File: src/rtl/nibble_serial_add_seq_pkg.sv
// Shared definitions for the nibble-serial addition sequencer: nibble width,
// sequencer state encoding and the nibble-count helper.
package nibble_serial_add_seq_pkg;

  localparam int NIBBLE_W = 4;

  typedef enum logic [1:0] {
    ST_IDLE = 2'b00,
    ST_RUN  = 2'b01,
    ST_DONE = 2'b10
  } state_t;

  function automatic int nibbles_of(input int width);
    return width / NIBBLE_W;
  endfunction

endpackage

File: src/rtl/nibble_serial_add_seq.sv
// Drives one external 4-bit full adder a nibble per clock (LSB first), builds the
// WIDTH-bit sum, carry-out and signed overflow, and pulses DONE on completion.
module nibble_serial_add_seq
  import nibble_serial_add_seq_pkg::*;
#(
  parameter int WIDTH = 16
) (
  input  logic             CLK,
  input  logic             RST,
  input  logic             START,
  input  logic [WIDTH-1:0] A,
  input  logic [WIDTH-1:0] B,
  input  logic             CIN,
  output logic             BUSY,
  output logic             DONE,
  output logic [WIDTH-1:0] SUM,
  output logic             COUT,
  output logic             OVF,
  output logic [3:0]       ADD_A,
  output logic [3:0]       ADD_B,
  output logic             ADD_CIN,
  input  logic [3:0]       ADD_F,
  input  logic             ADD_COUT
);

  localparam int NIBBLES = nibbles_of(WIDTH);
  localparam int IDX_W   = $clog2(NIBBLES);
  localparam logic [IDX_W-1:0] IDX_LAST = IDX_W'(NIBBLES - 1);

  state_t             state;
  logic [IDX_W-1:0]   idx;
  logic               c_q;
  logic [WIDTH-1:0]   a_q;
  logic [WIDTH-1:0]   b_q;
  logic [WIDTH-1:0]   work_q;
  logic [WIDTH-1:0]   work_nxt;

  function automatic logic signed_ovf(input logic a_msb, input logic b_msb,
                                      input logic s_msb);
    return (a_msb == b_msb) && (s_msb != a_msb);
  endfunction

  assign BUSY = (state != ST_IDLE);
  assign DONE = (state == ST_DONE);

  // Adder side: present the current nibble pair only while running
  always_comb begin
    ADD_A    = '0;
    ADD_B    = '0;
    ADD_CIN  = 1'b0;
    work_nxt = work_q;
    if (state == ST_RUN) begin
      ADD_A   = a_q[idx*NIBBLE_W +: NIBBLE_W];
      ADD_B   = b_q[idx*NIBBLE_W +: NIBBLE_W];
      ADD_CIN = c_q;
    end
    work_nxt[idx*NIBBLE_W +: NIBBLE_W] = ADD_F;
  end

  // Sequencer; results are published only on the final capture
  always_ff @(posedge CLK) begin
    if (RST) begin
      state <= ST_IDLE;
      idx   <= '0;
      c_q   <= 1'b0;
      SUM   <= '0;
      COUT  <= 1'b0;
      OVF   <= 1'b0;
    end else begin
      case (state)
        ST_IDLE: begin
          if (START) begin
            a_q   <= A;
            b_q   <= B;
            c_q   <= CIN;
            idx   <= '0;
            state <= ST_RUN;
          end
        end
        ST_RUN: begin
          work_q <= work_nxt;
          c_q    <= ADD_COUT;
          idx    <= idx + 1'b1;
          if (idx == IDX_LAST) begin
            state <= ST_DONE;
            SUM   <= work_nxt;
            COUT  <= ADD_COUT;
            OVF   <= signed_ovf(a_q[WIDTH-1], b_q[WIDTH-1], work_nxt[WIDTH-1]);
          end
        end
        ST_DONE: state <= ST_IDLE;
        default: state <= ST_IDLE;
      endcase
    end
  end

endmodule

File: config.mk
export PLATFORM = sky130hd
export DESIGN_NAME = nibble_serial_add_seq
export DESIGN_NICKNAME = d
export VERILOG_FILES = /design/src/rtl/nibble_serial_add_seq_pkg.sv /design/src/rtl/nibble_serial_add_seq.sv
export SDC_FILE = /design/constraint.sdc
export NUM_CORES = 1
export LEC_CHECK = 0
export CAP_MARGIN = 15
export CORE_UTILIZATION = 45
export CTS_CLUSTER_DIAMETER = 80
export CTS_CLUSTER_SIZE = 16
export DETAILED_ROUTE_END_ITERATION = 7
export HOLD_SLACK_MARGIN = 0.08
export PLACE_DENSITY = 0.74
export SYNTH_ARGS = -nofsm -noshare
export SYNTH_HDL_FRONTEND = slang
export SYNTH_SLANG_ARGS = --single-unit
File: constraint.sdc
create_clock -name CLK -period 3.3 [get_ports CLK]
set_clock_uncertainty 0.1 [all_clocks]
set_input_delay 0.33 -clock CLK [delete_from_list [all_inputs] [get_ports CLK]]
set_output_delay 0.33 -clock CLK [all_outputs]
set_load 0.01 [all_outputs]
==> results of run 1 <==
## critical path: stages (launching register included)
cell and delay [ns]:
dfxtp_1 0.83, mux4_1 0.63, and2_1 0.18, clkdlybuf4s50_1 0.49
## sequential cells by signal, summed over array words and instances, names as in the netlist
name,cells
c_q,1
COUT,1
a_q,16
OVF,1
work_q,16
b_q,16
state,2
SUM,16
idx,2
## final cells by class
cell class	instances	area, µm²	area share
Multi-Input combinational cell	131	1060	0.265
Tap cell	77	96.3	0.0241
Timing Repair Buffer	73	721	0.180
Clock inverter	7	62.6	0.0157
Clock buffer	9	124	0.0310
Sequential cell	71	1900	0.476
Inverter	9	33.8	0.00845
## cells by family after synthesis
| family | after synthesis | share of synthesized area |
|---|---|---|
| simple gates | 80 | 0.149 |
| flops | 71 | 0.625 |
| compound gates | 32 | 0.0835 |
| buf+inv | 21 | 0.0309 |
| mux | 13 | 0.0864 |
| fa+ha+maj | 6 | 0.0247 |
## final timing paths
kind,end,cells after the start,slack (ns),start
setup / recovery,ADD_A[2],3,0.40,idx[0]$_SDFFE_PP0P_
hold / removal,c_q$_SDFFE_PP0P_,2,0.39,c_q$_SDFFE_PP0P_
setup reg to reg,SUM[15]$_SDFFE_PP0P_,5,0.68,idx[0]$_SDFFE_PP0P_
hold reg to reg,c_q$_SDFFE_PP0P_,2,0.39,c_q$_SDFFE_PP0P_
## metal layers
metal | track usage | up-vias | part of all wire
li1 | - | 983 | -
met1 | 0.206 | 954 | 0.42
met2 | 0.291 | 62 | 0.48
met3 | 0.0747 | 11 | 0.075
met4 | 0.0846 | 0 | 0.022
met5 | 0 | - | 0
## per-stage QoR
| step | total power, mW | instance area [µm²] | std cells | hold WS, ns | setup slack (ns) |
|---|---|---|---|---|---|
| 2_1_floorplan | 1.11 | 3050 | 223 | 0.329 | 0.792 |
| 3_3_place_gp | 1.20 | 3810 | 361 | 0.376 | 0.691 |
| 3_5_place_dp | 1.20 | 3810 | 361 | 0.377 | 0.638 |
| 4_1_cts | 1.85 | 4000 | 377 | 0.390 | 0.356 |
| 5_1_grt | 1.91 | 4000 | 377 | 0.401 | 0.227 |
| 6_report | 1.83 | 4000 | 377 | 0.386 | 0.399 |
## placed cells by master, fill, tap and decap left out, types with 2 or more instances in the layout
cell	count
o21ai_0	2
clkinv_4	2
nor2_1	21
inv_1	9
edfxtp_1	48
nor2b_1	8
mux2_2	2
mux4_1	8
nand3_1	6
inv_6	3
nand2b_1	12
nand2_1	11
a311oi_1	9
a31oi_1	4
ha_1	6
and4bb_2	3
mux2i_1	3
o21bai_1	4
o21ba_2	3
dfxtp_1	23
clkdlybuf4s50_1	69
a211oi_1	4
and2_1	10
buf_4	4
clkbuf_8	9
nand4_1	3
## where the power goes
part	switching (mW)	total [mW]	internal (mW)
clock network	0.365	0.654	0.288
logic	0.0782	0.180	0.102
registers	0.0152	0.999	0.984
total	0.459	1.83	1.37
==> impl_metrics.toml, run 1 <==
[grt]
antenna_found_initial = 0
grt_max_degree = 34
grt_remaining_overflow = 0
grt_pass1_vias = 2059
grt_pass1_wl_mm = 9.47
grt_util_all_layers = 0.179

[clock_network]
cts_buffers = 9
hold_buffers = 0
clockRootBuffer = "clkbuf_8"
clockBufferDepth = 2
htreeDepth = 3
cts_tree = "built"
clk_latency_ns = 0.35
path_clk_slew_ns = 0.08
cts-resized-gates = 0
cts_sinks = 71
postCtsSetupBuffers = 0

[detailed_routing]
drt_pass1_iterations = 8
drt_iter0_markers = 114
wirelength_mm = 5.77
vias = 2010
wl_per_cell_um = 15.3
drc = 8
drtAntennaViolNets = 0
viasPerCell = 5.33

[sta]
rsz0062_at_grt = "no"
fmax_mhz = 345
finalCriticalPeriod_ns = 2.90
worst_slew_pin_slew_ns = 0.774
finalHoldViolCount = 0
fin_tns_setup_ns = 0
slew_headroom = 0.483
final_max_slew_viol_count = 0
period_share = 0.879
setup_viol = 0

[layout]
drive_above_1_share = 0.103
nFillCells = 523
area_delta_synth_final_pct = 31.4
n_antenna_cell = 0
utilization = 0.622
final_nets = 342

[logic_synthesis]
yosysTopAreaCell = "edfxtp_1"
synth_area_um2 = 3040
postSynthCellCount = 223
yosys-top-cells-count = "edfxtp_1 (48), dfxtp_1 (23), nor2_1 (21)"
yosys_warnings = 0
ys_seq_area_frac = 0.625
ys_ff_latch = 71
ys_async_sr_fraction = 0
synth_cell_type_count = 36
avgSynthCellArea_um2 = 13.6
synth_top_area_frac = 0.474
synth_edf_count = 48
synth_fp_nets = 270
yosys.cell_count.top_type = "edfxtp_1"
synth_area_leaders = "edfxtp_1 (47%), dfxtp_1 (15%), mux4_1 (6.9%)"
ys.flop_type = "edfxtp_1"

[place]
gp_congestion = 0.774
hpwl_mm = 4.14
port_buffers = 69

[worst_setup_path]
cp-end-kind = "primary output"
startpoint_type = "flip-flop"
crit_type = "flip-flop to primary output"
required_ns = 2.87
cp.arrival_ns = 2.47
path_max_fanout = 18

[min_path]
hold_path_class = "flip-flop to flip-flop"

[floorplan]
rows = 29
die_h_um = 84.2
die_w_um = 84.2
core_area_um2 = 6420
start_util = 0.474
die_area_um2 = 7090
io-pin-count = 70

[status]
violations = "design-rule violations"
status = "complete, but fails checks"

[pwr]
power.density_nw_per_um2 = 459
leakage_nw = 1.41
ir_drop_mv = 0.310

[job]
drv_cap = 0
Note: power is estimated with default switching activity, not from simulation.
==> run 2, diff against run 1 <==
- CELL_PAD_IN_SITES_DETAIL_PLACEMENT: not set -> 0
- CELL_PAD_IN_SITES_GLOBAL_PLACEMENT: not set -> 1
- CORE_UTILIZATION: 45 -> 36
- HOLD_SLACK_MARGIN: 0.08 -> 0.03
- PLACE_DENSITY: 0.74 -> 0.73
==> run 2 against run 1 <==
Effect of this change: the flow now finishes without violations; cell count rose by 7.4%; worst setup slack got worse by 0.025 ns; hold slack improved by 0.0037 ns; via count fell by 2.1%; utilization fell by 13 points; flip-flop and latch count did not move; register-to-register slack got worse by 0.10 ns; clock power rose by 26%; largest power group unchanged; highest routed layer unchanged.
==> impl_metrics.toml, run 2 (same netlist as run 1, synthesis figures left out) <==
[status]
status = "finished clean"

[worst_setup_path]
path_max_fanout = 18
crit_type = "flip-flop to primary output"
max_stage_delay_ns = 0.87
required_ns = 2.87
cp-end-kind = "primary output"
crit_slowest_cell = "dfxtp_1"
critical_path.cell_chain = "mux4_1, and2_1, clkdlybuf4s50_1"
cp.arrival_ns = 2.50
startpoint_type = "flip-flop"

[clock_network]
path_clk_slew_ns = 0.08
htreeDepth = 3
clockRootBuffer = "clkbuf_8"
postCtsSetupBuffers = 0
cts-resized-gates = 0
clk_latency_ns = 0.34
clockBufferDepth = 2
hold_buffers = 0
cts_sinks = 71
cts_buffers = 9
cts_tree = "built"

[grt]
grt_util_all_layers = 0.151
grt_pass1_wl_mm = 9.85
grt_remaining_overflow = 0
grt_max_degree = 33
grt_pass1_vias = 2067
antenna_found_initial = 0

[floorplan]
io-pin-count = 70
start_util = 0.370
die_area_um2 = 8820
rows = 33
core_area_um2 = 8220
die_w_um = 93.9
die_h_um = 93.9

[layout]
final_common_cell = "clkdlybuf4s50_1"
final_nets = 342
nFillCells = 715
stdcell_count = 405
n_antenna_cell = 0
layout_common_cells = "clkdlybuf4s50_1 (69), edfxtp_1 (48), dfxtp_1 (23), nor2_1 (21), nand2b_1 (12)"
drive_above_1_share = 0.0967
area_delta_synth_final_pct = 34.2
final_area_um2 = 4080

[pwr]
switchingPower_uw = 417
pwr-share-clk = 0.411
p_comb_frac = 0.090
ir_drop_mv = 0.229
power.density_nw_per_um2 = 491
pwr-share-seq = 0.499
p_int_mw = 1.59
leakage_nw = 1.44
switching_share = 0.208

[sta]
fmax_mhz = 342
worst_slew_pin_slew_ns = 0.826
rsz0062_at_grt = "no"
finalCriticalPeriod_ns = 2.93
fin_tns_setup_ns = 0
setup_viol = 0
slew_headroom = 0.449
final_max_slew_viol_count = 0
period_share = 0.886
finalHoldViolCount = 0

[detailed_routing]
drt_pass1_iterations = 4
viasPerCell = 4.86
wl_per_cell_um = 14.6
drt_iter0_markers = 79
drtAntennaViolNets = 0
vias = 1968
wirelength_mm = 5.93
drc = 0

[min_path]
hold_path_class = "flip-flop to flip-flop"

[job]
drv_cap = 0

[place]
dpl_cell_area_um2 = 3840
hpwl_mm = 4.16
dpl.cell_count = 389
port_buffers = 69
gp_congestion = 0.698
==> run 2: cell count changes in the layout (fill, tap and decap cells not counted), sizes merged <==
cell and delta:
inv -4, clkbuf +1, bufinv +3
==> run 2: per-layer routing <==
metal,up-vias,routed length (µm),share of wire,GRT usage
met5,-,0,0,0
met4,0,48,0.0081,0.0462
met3,5,408,0.069,0.0623
met2,64,2850,0.48,0.252
met1,913,2630,0.44,0.177
li1,986,-,-,-
==> run 2: final timing paths <==
check                      start                    to  slack (ns)  depth (start not counted)
max reg2reg  idx[0]$_SDFFE_PP0P_  SUM[15]$_SDFFE_PP0P_        0.58                          5
max          idx[0]$_SDFFE_PP0P_              ADD_B[3]        0.37                          3
min             c_q$_SDFFE_PP0P_      c_q$_SDFFE_PP0P_        0.39                          2
min reg2reg     c_q$_SDFFE_PP0P_      c_q$_SDFFE_PP0P_        0.39                          2
==> run 2: worst max-delay path: cells and delay by family, from the launching register on <==
family,cells,cell delay [ns]
multiplexers,1,0.63
buffers and inverters,1,0.48
AND/OR/NAND/NOR,1,0.18
flip-flops,1,0.87
==> run 2: power groups by stage <==
stage,Combinational (mW),Sequential (mW),Clock [mW]
finish,0.180,1.00,0.825
global route,0.199,1.00,0.882
CTS,0.183,1.00,0.847
detailed placement,0.182,1.02,0
global placement,0.181,1.02,0
floorplan,0.0965,1.01,0
==> run 2: layout make-up <==
cell class,instances,area [µm²],area share
clock buffer,10,128,0.0313
clock inverter,6,110,0.0270
inverter,9,33.8,0.00827
multi-input combinational,131,1060,0.259
sequential,71,1900,0.466
tap,105,131,0.0322
timing repair buffer,73,721,0.177
==> run 2: stage by stage <==
stage / util / total power, mW / hold slack, ns / setup WS, ns
after global routing: 0.497 / 2.08 / 0.409 / 0.254
final: 0.497 / 2.00 / 0.390 / 0.375
after global placement: 0.468 / 1.20 / 0.368 / 0.620
after CTS: 0.497 / 2.03 / 0.390 / 0.339
after floorplan: - / 1.11 / 0.329 / 0.792
after detailed placement: 0.468 / 1.20 / 0.379 / 0.600
